### src/rtl/int_ctrl.sv
// int_ctrl: trap sequencer for ecall/ebreak/mret and external IRQs; INT_CTRL_VECTORED_EN enables vectored IRQ targets.
// Latency: accept in N, CSR writes N+1..N+3, redirect N+4 (mret: write N+1, redirect N+2).
// Backpressure: hold_flag_o stalls the pipeline from the accept cycle until the redirect cycle inclusive.
module int_ctrl #(
    parameter int INT_W = 8
) (
    input  logic             clk,
    input  logic             rst,
    input  logic [INT_W-1:0] int_flag_i,
    input  logic [31:0]      inst_i,
    input  logic [31:0]      inst_addr_i,
    input  logic             jump_flag_i,
    input  logic [31:0]      csr_mtvec_i,
    input  logic [31:0]      csr_mepc_i,
    input  logic [31:0]      csr_mstatus_i,
    output logic             we_o,
    output logic [31:0]      waddr_o,
    output logic [31:0]      data_o,
    output logic             hold_flag_o,
    output logic             int_assert_o,
    output logic [31:0]      int_addr_o
);

    localparam logic [31:0] INST_ECALL  = 32'h0000_0073;
    localparam logic [31:0] INST_EBREAK = 32'h0010_0073;
    localparam logic [31:0] INST_MRET   = 32'h3020_0073;

    localparam logic [11:0] CSR_MSTATUS = 12'h300;
    localparam logic [11:0] CSR_MEPC    = 12'h341;
    localparam logic [11:0] CSR_MCAUSE  = 12'h342;

    localparam logic [31:0] CAUSE_ECALL  = 32'd11;
    localparam logic [31:0] CAUSE_EBREAK = 32'd3;
    localparam logic [31:0] CAUSE_EXT    = 32'h8000_000B;

    typedef enum logic [2:0] {
        S_IDLE,
        S_W_MEPC,
        S_W_MCAUSE,
        S_W_MSTATUS,
        S_ASSERT,
        S_W_MRET,
        S_ASSERT_MRET
    } state_t;

    state_t      r_state;
    state_t      w_next;
    logic [31:0] r_epc;
    logic [31:0] r_cause;

    logic        w_is_ecall;
    logic        w_is_ebreak;
    logic        w_is_mret;
    logic        w_async;
    logic        w_can_accept;
    logic        w_accept_mret;
    logic        w_accept_trap;
    logic [31:0] w_cause_new;
    logic [31:0] w_mst_trap;
    logic [31:0] w_mst_mret;
    logic [31:0] w_vec_base;
    logic [31:0] w_trap_addr;

    assign w_is_ecall  = (inst_i == INST_ECALL);
    assign w_is_ebreak = (inst_i == INST_EBREAK);
    assign w_is_mret   = (inst_i == INST_MRET);
    assign w_async     = (|int_flag_i) && csr_mstatus_i[3];

    // Reset also blocks acceptance so every output reads 0 while rst is high.
    assign w_can_accept  = (r_state == S_IDLE) && !jump_flag_i && !rst;
    assign w_accept_mret = w_can_accept && w_is_mret;
    assign w_accept_trap = w_can_accept && !w_is_mret
                           && (w_is_ecall || w_is_ebreak || w_async);

    assign w_cause_new = w_is_ecall  ? CAUSE_ECALL  :
                         w_is_ebreak ? CAUSE_EBREAK : CAUSE_EXT;

    // MPIE <- MIE, MIE <- 0 on trap entry; MIE <- MPIE, MPIE <- 1 on mret.
    assign w_mst_trap = {csr_mstatus_i[31:8], csr_mstatus_i[3], csr_mstatus_i[6:4],
                         1'b0, csr_mstatus_i[2:0]};
    assign w_mst_mret = {csr_mstatus_i[31:8], 1'b1, csr_mstatus_i[6:4],
                         csr_mstatus_i[7], csr_mstatus_i[2:0]};

    assign w_vec_base = {csr_mtvec_i[31:2], 2'b00};

`ifdef INT_CTRL_VECTORED_EN
    assign w_trap_addr = ((csr_mtvec_i[1:0] == 2'b01) && r_cause[31])
                         ? (w_vec_base + {r_cause[29:0], 2'b00})
                         : w_vec_base;
`else
    logic w_unused_mode;
    assign w_unused_mode = ^csr_mtvec_i[1:0];
    assign w_trap_addr   = w_vec_base;
`endif

    assign hold_flag_o = w_accept_mret || w_accept_trap || (r_state != S_IDLE);

    always_ff @(posedge clk or posedge rst) begin
        if (rst) begin
            r_state <= S_IDLE;
        end else begin
            r_state <= w_next;
        end
    end

    always_ff @(posedge clk or posedge rst) begin
        if (rst) begin
            r_epc   <= 32'd0;
            r_cause <= 32'd0;
        end else if (w_accept_trap) begin
            r_epc   <= inst_addr_i;
            r_cause <= w_cause_new;
        end
    end

    always_comb begin
        w_next       = r_state;
        we_o         = 1'b0;
        waddr_o      = 32'd0;
        data_o       = 32'd0;
        int_assert_o = 1'b0;
        int_addr_o   = 32'd0;
        case (r_state)
            S_IDLE: begin
                if (w_accept_mret) begin
                    w_next = S_W_MRET;
                end else if (w_accept_trap) begin
                    w_next = S_W_MEPC;
                end
            end
            S_W_MEPC: begin
                we_o    = 1'b1;
                waddr_o = {20'd0, CSR_MEPC};
                data_o  = r_epc;
                w_next  = S_W_MCAUSE;
            end
            S_W_MCAUSE: begin
                we_o    = 1'b1;
                waddr_o = {20'd0, CSR_MCAUSE};
                data_o  = r_cause;
                w_next  = S_W_MSTATUS;
            end
            S_W_MSTATUS: begin
                we_o    = 1'b1;
                waddr_o = {20'd0, CSR_MSTATUS};
                data_o  = w_mst_trap;
                w_next  = S_ASSERT;
            end
            S_ASSERT: begin
                int_assert_o = 1'b1;
                int_addr_o   = w_trap_addr;
                w_next       = S_IDLE;
            end
            S_W_MRET: begin
                we_o    = 1'b1;
                waddr_o = {20'd0, CSR_MSTATUS};
                data_o  = w_mst_mret;
                w_next  = S_ASSERT_MRET;
            end
            S_ASSERT_MRET: begin
                int_assert_o = 1'b1;
                int_addr_o   = csr_mepc_i;
                w_next       = S_IDLE;
            end
            default: begin
                w_next = S_IDLE;
            end
        endcase
    end

endmodule

### config.mk
export PLATFORM = sky130hd
export DESIGN_NAME = int_ctrl
export DESIGN_NICKNAME = d
export VERILOG_FILES = /design/src/rtl/int_ctrl.sv
export SDC_FILE = /design/constraint.sdc
export NUM_CORES = 1
export LEC_CHECK = 0
export ABC_AREA = 1
export CORE_AREA = 2 2 104 106
export CTS_CLUSTER_SIZE = 25
export DETAILED_ROUTE_END_ITERATION = 10
export DIE_AREA = 0 0 106 108
export DONT_BUFFER_PORTS = 1
export PLACE_DENSITY = 0.44
export SETUP_SLACK_MARGIN = 0.1
export SYNTH_ARGS = -nofsm -noshare
export SYNTH_HDL_FRONTEND = slang
export SYNTH_SLANG_ARGS = --single-unit
### constraint.sdc
create_clock -name clk -period 1.6 [get_ports clk]
set_input_delay 0.24 -clock clk [delete_from_list [all_inputs] [get_ports clk]]
set_output_delay 0.24 -clock clk [all_outputs]
set_load 0.02 [all_outputs]
==> results <==
[layout make-up]
cell class              count  area (um2)  area share [%]
multi-input cells         365        2350            46.3
repair buffers             99        1270            25.0
flip-flops and latches     38         952            18.7
inverters                  52         198            3.89
well taps                 136         170            3.35
clock buffers               5        68.8            1.36
clock inverters             3        68.8            1.36
[cell families after synthesis]
| family | synth area share, % |
|---|---|
| other | 0.124 |
| AOI/OAI and AO/OA | 11.6 |
| buffers and inverters | 18.5 |
| and+or+nand+nor | 38.3 |
| DFF | 31.4 |
[layer usage]
layer  track usage [%]  vias to the layer above  wire, um
met4              5.26                        0       251
li1                  -                     1632         -
met2              38.8                      150      6730
met1              21.2                     1546      4320
met5                 0                        -         0
met3              4.10                       20       781
[cells in the final DEF (no fill, tap or decap), types with 20 or more instances in the layout]
master / count
nand3_2: 38
nand2_4: 37
inv_1: 46
nand3_1: 25
nand2_2: 53
dfrtp_1: 37
nor2_1: 28
buf_4: 44
nand2_1: 72
buf_6: 26
o21ai_0: 20
conb_1: 27
o21ai_1: 33
[registers in the layout, indices dropped and copies added (netlist names)]
signal,cells
r_cause,3
r_state,3
r_epc,32
[where the power goes]
| group | leakage [nW] | internal (W) | total, W | switching (W) |
|---|---|---|---|---|
| logic | 1.98 | 0.00272 | 0.00629 | 0.00357 |
| clock network | 0.0683 | 0.000625 | 0.00101 | 0.000385 |
| registers | 0.467 | 0.00138 | 0.00182 | 0.000443 |
| total | 2.51 | 0.00473 | 0.00913 | 0.00440 |
[metrics by stage]
stage	setup slack, ns	hold slack, ns	total power, W	setup TNS (ns)
after global routing	-0.380	0.0463	0.00966	-25.12
after CTS	-0.235	0.0511	0.00836	-15.27
after detailed placement	-0.0155	0.206	0.00566	-0.0193
after global placement	0.00479	0.205	0.00561	0
final	-0.257	0.0580	0.00913	-15.84
after floorplan	0.00723	0.385	0.00441	0
[final timing paths]
kind | start | to | slack, ns | cells past startpoint
max | r_state[1] | data_o[19] | -0.26 | 8
min | inst_addr_i[15] | r_epc[15] | 0.06 | 2
max reg2reg | r_state[0] | r_epc[29] | -0.07 | 11
min reg2reg | r_epc[27] | r_epc[27] | 0.48 | 2
max in group asynchronous | rst | r_state[1] | 0.65 | 3
min in group asynchronous | rst | r_epc[14] | 0.44 | 2
[worst reg2reg max path, stage by stage, from the launching register on]
cell,delay [ns]
dfrtp_1,0.41
buf_6,0.14
nor2_4,0.10
nand2_2,0.09
nor3_4,0.14
inv_2,0.09
nor2_8,0.10
nand2_4,0.08
buf_12,0.18
buf_12,0.15
nand2_2,0.05
nand2_1,0.05
[timing repair]
item | in CTS | in global routing
endpoints found under the hold margin | 17 | 0
setup buffers | 21 | 3
endpoints found under the setup margin | 106 | 108
pin swaps | 49 | 29
hold buffers | 1 | 0
gates resized for setup | 164 | 87
gates cloned | 12 | 2
==> results.json <==
{
  "status": "finished, violations left",
  "violations": "negative setup slack",
  "grt_max_degree": 34,
  "synth-edff-count": 0,
  "powerDensity_nw_per_um2": 1800,
  "cts.htree.levels": 2,
  "crit_type": "flip-flop to output port",
  "period_share_pct": 116,
  "crit_family": "flip-flops",
  "slew_headroom_pct": 49.4,
  "fmax_mhz": 539,
  "final_cells": 698,
  "ys_seq_elements": 38,
  "nFillCells": 968,
  "synth_top_cells_by_area": "dfrtp_1 31%, nand2_1 20%, nand3_1 11%",
  "worst-path-buf-inv": 4,
  "final_area_um2": 5080,
  "area_delta_synth_final_pct": 67.9,
  "hold_viol": 0,
  "grt_pass1_vias": 3254,
  "synth_top_area_share_pct": 31.4,
  "clock_path_buffers": 2,
  "grt_pass1_wl_um": 17300,
  "dp_hpwl_um": 7650,
  "antenna_found_initial": 0,
  "fp.dieW_um": 106,
  "leakage_nw": 2.51,
  "ys_seq_area_share_pct": 31.4,
  "die_y_um": 108,
  "diodes": 0,
  "synth.distinct_cells": 25,
  "track_usage_pct": 19.7,
  "drt_iter0_markers": 155,
  "clkTransAtPathRegs_ns": 0.08,
  "fp.coreArea_um2": 10200,
  "ir_drop_v": 0.000844,
  "detail_route.wl_per_cell_um": 17.3,
  "synth-async-reset-ratio_pct": 100,
  "gp_congestion": 0.755,
  "hp-class": "input port to flip-flop",
  "crit_slowest_cell": "dfrtp_2",
  "synth.avg_cell_area_um2": 6.23,
  "die_area_um2": 11400,
  "max_stage_delay_ns": 0.48,
  "syn-cell-area_um2": 3030,
  "rsz0062_at_grt": "yes",
  "ant_nets": 0,
  "numCtsBuffers": 5,
  "yosys-top-cells-count": "160 x nand2_1, 68 x nand3_1, 58 x o21ai_0",
  "finClkSkew_ns": 0.00303,
  "io_buffer_count": 0,
  "drive_gt1_share_pct": 47.5,
  "layout_setup_ws_ns": -0.257,
  "vias_per_cell": 4.80,
  "critPathMaxFanout": 6,
  "finish.utilization_pct": 49.6,
  "nets": 732,
  "cts_tree": "done",
  "worst_pin_slew_ns": 0.755,
  "io_pins": 270,
  "drcViolationCount": 0,
  "cp-start-kind": "flip-flop",
  "yosysWarnings": 0,
  "drtPass1Iterations": 4,
  "fp-row-count": 37,
  "drv_slew": 0,
  "cap_violations": 0,
  "worstPathArrival_ns": 1.62,
  "postPlaceCellArea_um2": 3530,
  "post-route-min-period_ns": 1.86,
  "synth_most_common_cell": "nand2_1",
  "yosys.area.top_type": "dfrtp_1",
  "cp-end-kind": "output port",
  "num_vias": 3348,
  "ys.flop_type": "dfrtp_1",
  "routed_wl_um": 12100,
  "cts.sinks": 38,
  "worst_ep_required_time_ns": 1.36,
  "grt_remaining_overflow": 0,
  "placedCellCount": 653,
  "clockRootBuffer": "clkbuf_8",
  "start_util_pct": 29.6,
  "cp_cell_sequence": "nor2_4, inv_4, nor2_4, buf_6, buf_6, buf_6, nand2_1, nand2_2",
  "setup_violations": 105,
  "clk_latency_ns": 0.29,
  "syn_inst": 486,
  "crit_top_cell": "buf_6"
}
Note: power is estimated with default switching activity, not from simulation.
